--- src/rtl/mem_port_arbiter.sv ---
// Shares the unified memory port between instruction fetch (I) and load/store (D) over a req/ack handshake.
// Optional watchdog: define MEM_TIMEOUT_EN to abort accesses that wait TIMEOUT cycles and raise MemErr.
module mem_port_arbiter #(
    parameter int AW      = 32,
    parameter int DW      = 32,
    parameter int TIMEOUT = 255
) (
    input  logic          clk,
    input  logic          rst_n,
    input  logic          IReq,
    input  logic [AW-1:0] IAddr,
    output logic [DW-1:0] IRdata,
    output logic          IReady,
    output logic          IStall,
    input  logic          DReq,
    input  logic          DWe,
    input  logic [AW-1:0] DAddr,
    input  logic [DW-1:0] DWdata,
    output logic [DW-1:0] DRdata,
    output logic          DReady,
    output logic          DStall,
    output logic          MemReq,
    output logic          MemWe,
    output logic [AW-1:0] MemAddr,
    output logic [DW-1:0] MemWdata,
    input  logic [DW-1:0] MemRdata,
    input  logic          MemAck,
    output logic          Busy,
    output logic          MemErr
);

    typedef enum logic [1:0] {
        IDLE    = 2'b00,
        IFETCH  = 2'b01,
        DACCESS = 2'b10
    } state_t;

    state_t        r_state;
    logic          r_last_d;
    logic          r_mem_req;
    logic          r_mem_we;
    logic [AW-1:0] r_mem_addr;
    logic [DW-1:0] r_mem_wdata;
    logic          r_i_ready;
    logic          r_d_ready;
    logic [DW-1:0] r_i_rdata;
    logic [DW-1:0] r_d_rdata;

    logic          w_i_elig;
    logic          w_d_elig;
    logic          w_grant_i;
    logic          w_grant_d;
    logic          w_abort;
    logic          w_done;
    logic [DW-1:0] w_rdata;

    // A requester whose Ready pulse is high right now is finishing, not asking again.
    assign w_i_elig  = IReq & ~r_i_ready;
    assign w_d_elig  = DReq & ~r_d_ready;
    assign w_grant_d = w_d_elig & (~w_i_elig | ~r_last_d);
    assign w_grant_i = w_i_elig & (~w_d_elig |  r_last_d);

`ifdef MEM_TIMEOUT_EN
    localparam logic [7:0] WAIT_LIMIT = 8'(TIMEOUT - 1);

    logic [7:0] r_wait;
    logic       r_mem_err;

    // An ack arriving on the last allowed wait cycle still completes normally.
    assign w_abort = (r_state != IDLE) & ~MemAck & (r_wait == WAIT_LIMIT);
    assign w_rdata = w_abort ? {DW{1'b1}} : MemRdata;
    assign MemErr  = r_mem_err;

    always_ff @(posedge clk or negedge rst_n) begin
        if (!rst_n) begin
            r_wait    <= '0;
            r_mem_err <= 1'b0;
        end else begin
            if (r_state == IDLE) begin
                r_wait <= '0;
            end else if (!MemAck) begin
                r_wait <= r_wait + 8'd1;
            end
            if (w_abort) begin
                r_mem_err <= 1'b1;
            end
        end
    end
`else
    assign w_abort = 1'b0;
    assign w_rdata = MemRdata;
    // Without the watchdog there is no error source; any legal TIMEOUT (1..255) makes this 0.
    assign MemErr  = (TIMEOUT == 0);
`endif

    assign w_done = MemAck | w_abort;

    always_ff @(posedge clk or negedge rst_n) begin
        if (!rst_n) begin
            r_state     <= IDLE;
            r_last_d    <= 1'b0;
            r_mem_req   <= 1'b0;
            r_mem_we    <= 1'b0;
            r_mem_addr  <= '0;
            r_mem_wdata <= '0;
            r_i_ready   <= 1'b0;
            r_d_ready   <= 1'b0;
            r_i_rdata   <= '0;
            r_d_rdata   <= '0;
        end else begin
            r_i_ready <= 1'b0;
            r_d_ready <= 1'b0;
            unique case (r_state)
                IDLE: begin
                    if (w_grant_d) begin
                        r_state     <= DACCESS;
                        r_mem_req   <= 1'b1;
                        r_mem_we    <= DWe;
                        r_mem_addr  <= DAddr;
                        r_mem_wdata <= DWdata;
                    end else if (w_grant_i) begin
                        r_state    <= IFETCH;
                        r_mem_req  <= 1'b1;
                        r_mem_we   <= 1'b0;
                        r_mem_addr <= IAddr;
                    end
                end
                IFETCH, DACCESS: begin
                    // Completion ignores the requester's Req: an abandoned access still pulses Ready.
                    if (w_done) begin
                        r_state   <= IDLE;
                        r_mem_req <= 1'b0;
                        r_last_d  <= (r_state == DACCESS);
                        if (r_state == DACCESS) begin
                            r_d_rdata <= w_rdata;
                            r_d_ready <= 1'b1;
                        end else begin
                            r_i_rdata <= w_rdata;
                            r_i_ready <= 1'b1;
                        end
                    end
                end
                default: begin
                    r_state   <= IDLE;
                    r_mem_req <= 1'b0;
                end
            endcase
        end
    end

    assign MemReq   = r_mem_req;
    assign MemWe    = r_mem_we;
    assign MemAddr  = r_mem_addr;
    assign MemWdata = r_mem_wdata;
    assign IReady   = r_i_ready;
    assign DReady   = r_d_ready;
    assign IRdata   = r_i_rdata;
    assign DRdata   = r_d_rdata;
    assign IStall   = IReq & ~r_i_ready;
    assign DStall   = DReq & ~r_d_ready;
    assign Busy     = (r_state != IDLE);

endmodule
--- config.mk ---
export PLATFORM = sky130hd
export DESIGN_NAME = mem_port_arbiter
export DESIGN_NICKNAME = d
export VERILOG_FILES = /design/src/rtl/mem_port_arbiter.sv
export SDC_FILE = /design/constraint.sdc
export NUM_CORES = 1
export LEC_CHECK = 0
export BUFFER_PORTS_ARGS = -buffer_cell sky130_fd_sc_hd__buf_2
export CAP_MARGIN = 20
export CORE_MARGIN = 5
export CORE_UTILIZATION = 45
export CTS_BUF_LIST = sky130_fd_sc_hd__clkbuf_4
export DETAILED_ROUTE_END_ITERATION = 8
export PLACE_DENSITY = 0.77
export SYNTH_ARGS = -nofsm -noshare
export SYNTH_HDL_FRONTEND = slang
export SYNTH_SLANG_ARGS = --single-unit
--- constraint.sdc ---
create_clock -name clk -period 3.6 [get_ports clk]
set_clock_uncertainty 0.2 [all_clocks]
set_input_delay 0.18 -clock clk [delete_from_list [all_inputs] [get_ports clk]]
set_output_delay 0.18 -clock clk [all_outputs]
set_load 0.01 [all_outputs]
Yosys cells after proc, flatten, opt, wreduce, memory -nomap -nowiden
Cells that the tools add are included.
Widths: inputs -> output; s select.

cells by class
  equal/unequal tests = 4
  muxes and demuxes = 18
  bitwise logic cells = 12
  reductions and logical operators = 10

operators with widths
  operator            number
  $mux 32             2
  $mux 1              11
  $reduce_and 2->1    4
  $mux 2              3
  $not 1->1           6
  $reduce_and 3->1    2
  $and 1x1->1         4
  $pmux 2 s2          1
  $reduce_bool 2->1   2
  $ne 3x3->1 const B  1
  $eq 2x1->1 const B  1
  $eq 2x2->1 const B  1
  $logic_not 2->1     1
  $ne 2x2->1 const B  1
  $or 1x1->1          2
  $pmux 1 s2          1
  $reduce_or 2->1     1

storage, ports and cells
  bits in registers = 135
  bits of input ports = 134
  output and inout port bits = 136
  logic and storage cells = 54

Depth between registers and ports, before layout
Gate-level depths: netlist (run 1).

  word-level depth = 8
  gate-level depth with buffers = 7
  depth with buffers taken out = 5

Worst setup path after synthesis (run 1)
Ideal clock, no wire load.

  path kind = reg-to-reg
  start point = reg r_state[0]
  end point = reg r_i_rdata[10] (netlist: IRdata[10])
  setup time = 0.125 ns
  arrival = 1.609 ns
  data required time = 3.275 ns
  slack = 1.666 ns
  stages on the path, launching flop included = 8
  path buffers = 2
  clock period less this slack = 1.934 ns
  cell sequence = dfrtp_1 -> inv_1 -> ha_1 -> nand2_1 -> or2_1 -> clkbuf_1 -> buf_2 -> mux2_2

between the ends
  word-level cells in the longest chain between the ends = 3
  elaborated cells between the ends (all ways) = 5
  those cells by class = 2 x eq/ne; 1 x bitwise; 2 x reduce/logical

RTL lines
  what                                                 RTL line  RTL
  start: declaration                                   38        state_t r_state;
  start signal: assignment                             100       r_state <= IDLE;
  start signal: assignment                             116       r_state <= DACCESS;
  start signal: assignment                             122       r_state <= IFETCH;
  $eq 2x2->1 / $eq 2x1->1 (equally long branches)      113, 134
  $reduce_or 2->1 / $not 1->1 (equally long branches)  --
  $reduce_and 3->1 (no line) *                         --
  end signal: assignment                               138       r_i_rdata <= w_rdata;
  end: declaration                                     46        logic [DW-1:0] r_i_rdata;

Mark *: on every way between the ends. The rest lies on a longest branch, timed or not.
A chain may end at the register's enable or synchronous reset.

Worst setup path in the final report (run 1)
  start point = reg r_d_ready (netlist: DReady)
  end point = reg r_mem_addr[13] (netlist: MemAddr[13])

between the ends
  word-level cells in the longest chain between the ends = 7
  elaborated cells between the ends (all ways) = 9
  those cells by class = 1 x mux; 6 x bitwise; 2 x reduce/logical

RTL lines
  what                         RTL line  RTL
  start: declaration           45        logic r_d_ready;
  start signal: assignment     107       r_d_ready <= 1'b0;
  start signal: assignment     112       r_d_ready <= 1'b0;
  start signal: assignment     136       r_d_ready <= 1'b1;
  $not 1->1 *                  59        assign w_d_elig = DReq & ~r_d_ready;
  $and 1x1->1 *                59
  $not 1->1                    61        assign w_grant_i = w_i_elig & (~w_d_elig | r_last_d);
  $or 1x1->1                   61
  $and 1x1->1                  61
  $reduce_bool 2->1 (no line)  --
  $reduce_and 2->1 (no line)   --
  end signal: assignment       119       r_mem_addr <= DAddr;
  end signal: assignment       125       r_mem_addr <= IAddr;
  end: declaration             42        logic [AW-1:0] r_mem_addr;

Marked as above.

==> results of run 1 <==
[cell families after synthesis]
| kind of cell | count (synthesis) |
|---|---|
| DFF | 135 |
| other | 1 |
| and+or+nand+nor | 45 |
| AOI/OAI and AO/OA | 103 |
| muxes | 97 |
| adders and majority gates | 2 |
| buffers and inverters | 80 |
[where the power goes]
group | total (W) | internal, W | switching [W]
clock | 0.00118 | 0.000634 | 0.000547
combinational | 0.00360 | 0.00186 | 0.00174
sequential | 0.00270 | 0.00229 | 0.000414
[sequential cells by signal (all words and copies together) (netlist names)]
signal    flops
IReady        1
MemWe         1
DReady        1
MemWdata     32
DRdata       32
r_state       2
r_last_d      1
MemAddr      32
MemReq        1
IRdata       32
[layout by cell type, fill, tap and decap left out]
master / synthesis / layout
a211o_1: 1 / 1
a21oi_1: 1 / 1
a221oi_1: 32 / 32
a22o_1: 1 / 1
a22oi_1: 32 / 32
a31o_2: 1 / 1
and3b_1: 33 / 33
buf_2: 11 / 267
buf_4: 1 / 10
buf_6: 4 / 1
bufinv_16: 0 / 5
clkbuf_4: 0 / 19
clkinv_1: 0 / 2
clkinv_2: 0 / 2
clkinv_4: 0 / 2
clkinvlp_4: 0 / 1
conb_1: 1 / 1
dfrtp_1: 135 / 135
diode_2: 0 / 1
dlygate4sd3_1: 0 / 132
ha_1: 2 / 2
inv_1: 37 / 37
inv_2: 2 / 2
inv_6: 0 / 1
mux2_1: 1 / 1
mux2_2: 96 / 96
nand2_1: 3 / 3
nand2b_1: 1 / 1
nand2b_4: 1 / 1
nand3b_1: 2 / 2
nor2b_1: 1 / 1
nor3_4: 1 / 1
nor4_1: 2 / 2
o21ai_0: 32 / 32
o21ai_2: 1 / 1
o22a_1: 1 / 1
o41ai_1: 1 / 1
or2_1: 1 / 1
[critical path: cells and delay by family (launching register included)]
kind	cells	cell delay [ns]
compound gates	2	0.53
buf+inv	4	1.43
flops	1	0.34
simple gates	1	0.60
[layout make-up]
type | instances | area, um2
diodes | 1 | 2.50
clock buffers | 19 | 143
clock inverters | 13 | 201
fillers | 953 | 4070
inverters | 39 | 146
multi-input cells | 248 | 2240
flip-flops and latches | 135 | 3380
well taps | 176 | 220
repair buffers | 410 | 2740
[stage by stage]
| step | setup WS [ns] | area [um2] | std cells |
|---|---|---|---|
| 2_1_floorplan | 1.67 | 5960 | 463 |
| 3_3_place_gp | 1.05 | 7400 | 876 |
| 3_5_place_dp | 0.961 | 7400 | 876 |
| 4_1_cts | 0.397 | 9070 | 1040 |
| 5_1_grt | 0.147 | 9070 | 1040 |
| 6_report | 0.373 | 9070 | 1041 |
[final timing paths]
check	from	endpoint	depth (start not counted)
worst max-delay path	DReady	MemAddr[13]	7
min in group clk	DWdata[11]	MemWdata[11]	3
worst min-delay path	rst_n	DRdata[1]	2
worst max register to register	DReady	MemAddr[13]	7
worst min register to register	MemWdata[11]	MemWdata[11]	1
max in group asynchronous	rst_n	MemAddr[20]	3
[per-layer routing]
metal / wire [um] / GRT usage (%)
met1: 6590 / 25.7
met2: 9850 / 42.0
met3: 1620 / 8.70
met4: 569 / 10.1
met5: 0 / 0
[what timing repair did]
action	in CTS	in global routing
buffers inserted	0	0
gates resized for setup	0	0
hold buffers	132	0
hold endpoints to repair	236	0
==> impl_metrics.py, run 1 <==
metrics = {
    "outcome": {
        "outcome": "finished, final reports clean",
    },
    "final_layout": {
        "fin_nets": 987,
        "areaGrowthSynthToFinish_pct": 52.2,
        "drive_gt1_share_pct": 47.5,
        "postLayoutCoreUtil_pct": 69.0,
    },
    "route": {
        "dr.pass1.iters": 6,
        "antenna_left": 0,
        "wirelength_um": 18600,
        "wire_per_inst_um": 17.9,
        "drtIter0Drc": 365,
        "avgViaCountPerCell": 5.18,
        "drc": 0,
        "vias": 5389,
    },
    "pwr": {
        "peakVddDrop_mv": 0.455,
        "leakagePower_nw": 4.48,
        "power_density_mw_per_mm2": 825,
        "power.total_w": 0.00749,
    },
    "sta": {
        "tightest_slew_ns": 0.942,
        "hold_viol": 0,
        "clock.fmax_ghz": 0.310,
        "slew_headroom_pct": 37.2,
        "maxSlewViolCount": 0,
        "tns_ns": 0,
        "finalSetupViolations": 0,
        "period_needed_ns": 3.23,
        "rsz0062_at_grt": "no",
        "whs_ns": 0.153,
        "fin_crit_sh_pct": 89.6,
    },
    "worst_setup_path": {
        "worst-path-max-fanout": 68,
        "crit_top_cell": "buf_4",
        "critPathSlowestCell": "nand2b_4",
        "required_ns": 3.80,
        "worstPathArrival_ns": 3.42,
        "crit_chain": "buf_4 -> nand2b_4 -> inv_1 -> o21ai_2 -> buf_4 -> a22oi_1 -> dlygate4sd3_1",
        "cpPeakStageDelay_ns": 0.60,
        "startpoint_type": "register",
        "endpoint_kind": "register",
        "r2r_slack_ns": 0.37,
        "path_class": "reg -> reg",
    },
    "run": {
        "maxCapViolCount": 0,
    },
    "yosys": {
        "synth_ff_type": "dfrtp_1",
        "ys_top_cells_by_area": "dfrtp_1 (57%), mux2_2 (18%), and3b_1 (4.8%)",
        "synth-seq-cells": 135,
        "synth_top_area_share_pct": 56.7,
        "synth_common_cells": "dfrtp_1 (135), mux2_2 (96), inv_1 (37)",
        "synth_top_family_by_area": "multiplexers",
        "synth_compound_area_share_pct": 12.4,
        "yosysSeqAreaShare_pct": 56.7,
        "synth.most_common_cell": "dfrtp_1",
        "synthXorXnorAreaFrac_pct": 0,
        "synth_edf_count": 0,
        "synth_warnings": 0,
        "synthAdderAreaFrac_pct": 0.420,
        "async_reset_ff_share_pct": 100,
        "ys_types": 30,
        "synthCells": 463,
        "syn_area_per_cell_um2": 12.9,
        "synthSimpleGateAreaFrac_pct": 6.32,
        "muxShareOfSynthArea_pct": 18.3,
        "synth_top_area_cell": "dfrtp_1",
        "synth_nets": 599,
        "netlist_area_mm2": 0.00596,
    },
    "floorplan": {
        "fp.coreArea_mm2": 0.0131,
        "dieArea_mm2": 0.0157,
        "initial_core_util_pct": 45.4,
        "pin_count": 270,
        "die_h_um": 125,
        "num_rows": 42,
        "die_w_um": 125,
    },
    "worst_hold_path": {
        "hold_class": "in -> async",
    },
    "clocking": {
        "cts_buffers": 17,
        "cts_max_path_buffers": 2,
        "cts_root_buffer": "clkbuf_4",
        "clock_sinks": 135,
        "path_clk_slew_ns": 0.11,
        "insertion_delay_ns": 0.50,
        "h-tree-depth": 4,
        "tritoncts": "done",
    },
    "grt": {
        "grt_overflow_total": 0,
        "first_global_vias": 5922,
        "grt_max_degree": 106,
        "grt_pass1_wl_um": 30200,
        "antenna_found_initial": 0,
        "grt_usage_pct": 23.8,
    },
    "place": {
        "gp_congestion": 0.839,
        "portBuffers": 268,
        "place_hpwl_um": 11800,
    },
}
(Power assumes the default switching activity.)
==> run 2, diff against run 1 <==
--- a/config.mk
+++ b/config.mk
@@ -7,6 +7,7 @@
 export LEC_CHECK = 0
 export BUFFER_PORTS_ARGS = -buffer_cell sky130_fd_sc_hd__buf_2
 export CAP_MARGIN = 20
+export CORE_ASPECT_RATIO = 1.1
 export CORE_MARGIN = 5
 export CORE_UTILIZATION = 45
 export CTS_BUF_LIST = sky130_fd_sc_hd__clkbuf_4
==> run 2 against run 1 <==
Against the previous run: die area is essentially flat; hold slack lost 0.092 ns; combinational power is essentially flat; clock power shrank 14%; largest power group unchanged; via count grew 0.87%; critical endpoint is now MemAddr[23].
==> impl_metrics.py, run 2 (synthesis gave the netlist of run 1 again) <==
metrics = {
    "outcome": {
        "outcome": "finished, final reports clean",
    },
    "sta": {
        "whs_ns": 0.0604,
        "tightest_slew_ns": 0.895,
        "fin_crit_sh_pct": 73.4,
        "maxSlewViolCount": 0,
        "clock.fmax_ghz": 0.378,
        "tns_ns": 0,
        "period_needed_ns": 2.64,
        "rsz0062_at_grt": "no",
        "slew_headroom_pct": 40.3,
        "finalSetupViolations": 0,
        "hold_viol": 0,
    },
    "worst_hold_path": {
        "hold_class": "in -> async",
    },
    "clocking": {
        "cts_setup_buffers": 0,
        "cts_root_buffer": "clkbuf_4",
        "cts_buffers": 17,
        "cts_max_path_buffers": 2,
        "path_clk_slew_ns": 0.12,
        "h-tree-depth": 4,
        "cts_resized": 0,
        "tritoncts": "done",
        "clock_sinks": 135,
        "insertion_delay_ns": 0.53,
    },
    "worst_setup_path": {
        "startpoint_type": "register",
        "worstSetupStartpoint": "DReady",
        "endpoint_kind": "register",
        "rr_worst_depth": 6,
        "required_ns": 3.87,
        "r2r_slack_ns": 0.96,
        "r2r-end": "MemAddr[23]",
        "path_class": "reg -> reg",
        "r2r_start": "DReady",
        "crit_end": "MemAddr[23]",
        "worst-path-max-fanout": 64,
        "worstPathArrival_ns": 2.91,
    },
    "final_layout": {
        "final_common_cell": "buf_2",
        "finalInstanceArea_mm2": 0.00900,
        "fin_nets": 988,
        "areaGrowthSynthToFinish_pct": 50.9,
        "final_cell_mix": "buf_2 (267), dfrtp_1 (135), dlygate4sd3_1 (132)",
        "diodes": 0,
        "drive_gt1_share_pct": 47.6,
    },
    "route": {
        "dr.pass1.iters": 6,
        "drtIter0Drc": 386,
        "wirelength_um": 18800,
        "wl_met3_um": 1500,
        "vias": 5436,
        "wire_per_inst_um": 18.3,
        "wl_met2_um": 9820,
        "drc": 0,
        "antenna_left": 0,
        "avgViaCountPerCell": 5.30,
        "top_layer_used": "met4",
        "met1_length_um": 6840,
    },
    "floorplan": {
        "die_h_um": 131,
        "fp.coreArea_mm2": 0.0131,
        "die_w_um": 120,
        "num_rows": 44,
        "dieArea_mm2": 0.0157,
        "initial_core_util_pct": 45.5,
        "pin_count": 270,
    },
    "place": {
        "portBuffers": 268,
        "dpl_cell_area_mm2": 0.00739,
        "gp_congestion": 0.780,
        "place_hpwl_um": 11600,
    },
    "grt": {
        "grt_max_degree": 97,
        "grt_pass1_wl_um": 29900,
        "first_global_vias": 5987,
        "grt_usage_pct": 24.2,
        "antenna_found_initial": 0,
        "grt_overflow_total": 0,
    },
    "pwr": {
        "peakVddDrop_mv": 0.474,
        "power_density_mw_per_mm2": 813,
        "power.internal_w": 0.00458,
        "p_seq_share_pct": 37.1,
        "combPwrFrac_pct": 49.1,
        "power.share.switching_pct": 37.4,
        "leakagePower_nw": 4.44,
        "clock_power_share_pct": 13.8,
        "netSwitchingPower_w": 0.00274,
    },
    "run": {
        "maxCapViolCount": 0,
    },
}
-- run 2: worst min-delay path by stage --
stage	endpoint	slack, ns	start
2_1_floorplan	DRdata[0]	-0.32	rst_n
3_3_place_gp	DRdata[6]	0.12	rst_n
3_5_place_dp	DRdata[6]	0.14	rst_n
4_1_cts	DRdata[27]	0.08	rst_n
5_1_grt	IRdata[6]	0.12	rst_n
6_report	IRdata[27]	0.06	rst_n
-- run 2: power groups by stage --
stage	Sequential, W	Combinational [W]	Clock (W)
2_1_floorplan	0.00305	0.00153	0
3_3_place_gp	0.00267	0.00303	0
3_5_place_dp	0.00271	0.00313	0
4_1_cts	0.00269	0.00357	0.00104
5_1_grt	0.00280	0.00390	0.00111
6_report	0.00271	0.00359	0.00101
-- run 2: worst max-delay path: stages (launching register included) --
cell and delay, ns:
dfrtp_1 0.34, buf_4 0.28, nand2b_4 0.23, buf_4 0.48, a221oi_1 0.21, a22oi_1 0.21
dlygate4sd3_1 0.58
-- run 2: area by class of cell --
type	instances	area, um2
fill	919	4110
sequential	135	3380
clock buffer	18	135
clock inverter	14	148
timing repair buffer	411	2750
inverter	39	146
multi-input combinational	248	2240
tap	161	201
-- run 2: timing repair --
action                                  4_1_cts  5_1_grt
endpoints found under the hold margin       228        0
hold buffers                                132        0
endpoints found under the setup margin        0        0
-- run 2: metrics by stage --
step | worst slack (ns) | util [%] | power, W | cells
finish | 0.956 | 68.7 | 0.00731 | 1026
global route | 0.789 | 68.7 | 0.00781 | 1026
CTS | 0.986 | 68.7 | 0.00730 | 1026
detailed placement | 1.21 | 56.4 | 0.00584 | 862
global placement | 1.32 | 56.4 | 0.00570 | 862
floorplan | 1.67 | - | 0.00458 | 463
-- run 2: layer usage --
metal	up-vias	global-route usage (%)
met5	-	0
met4	0	12.0
met3	61	7.83
met2	286	42.8
met1	2633	26.3
li1	2456	-
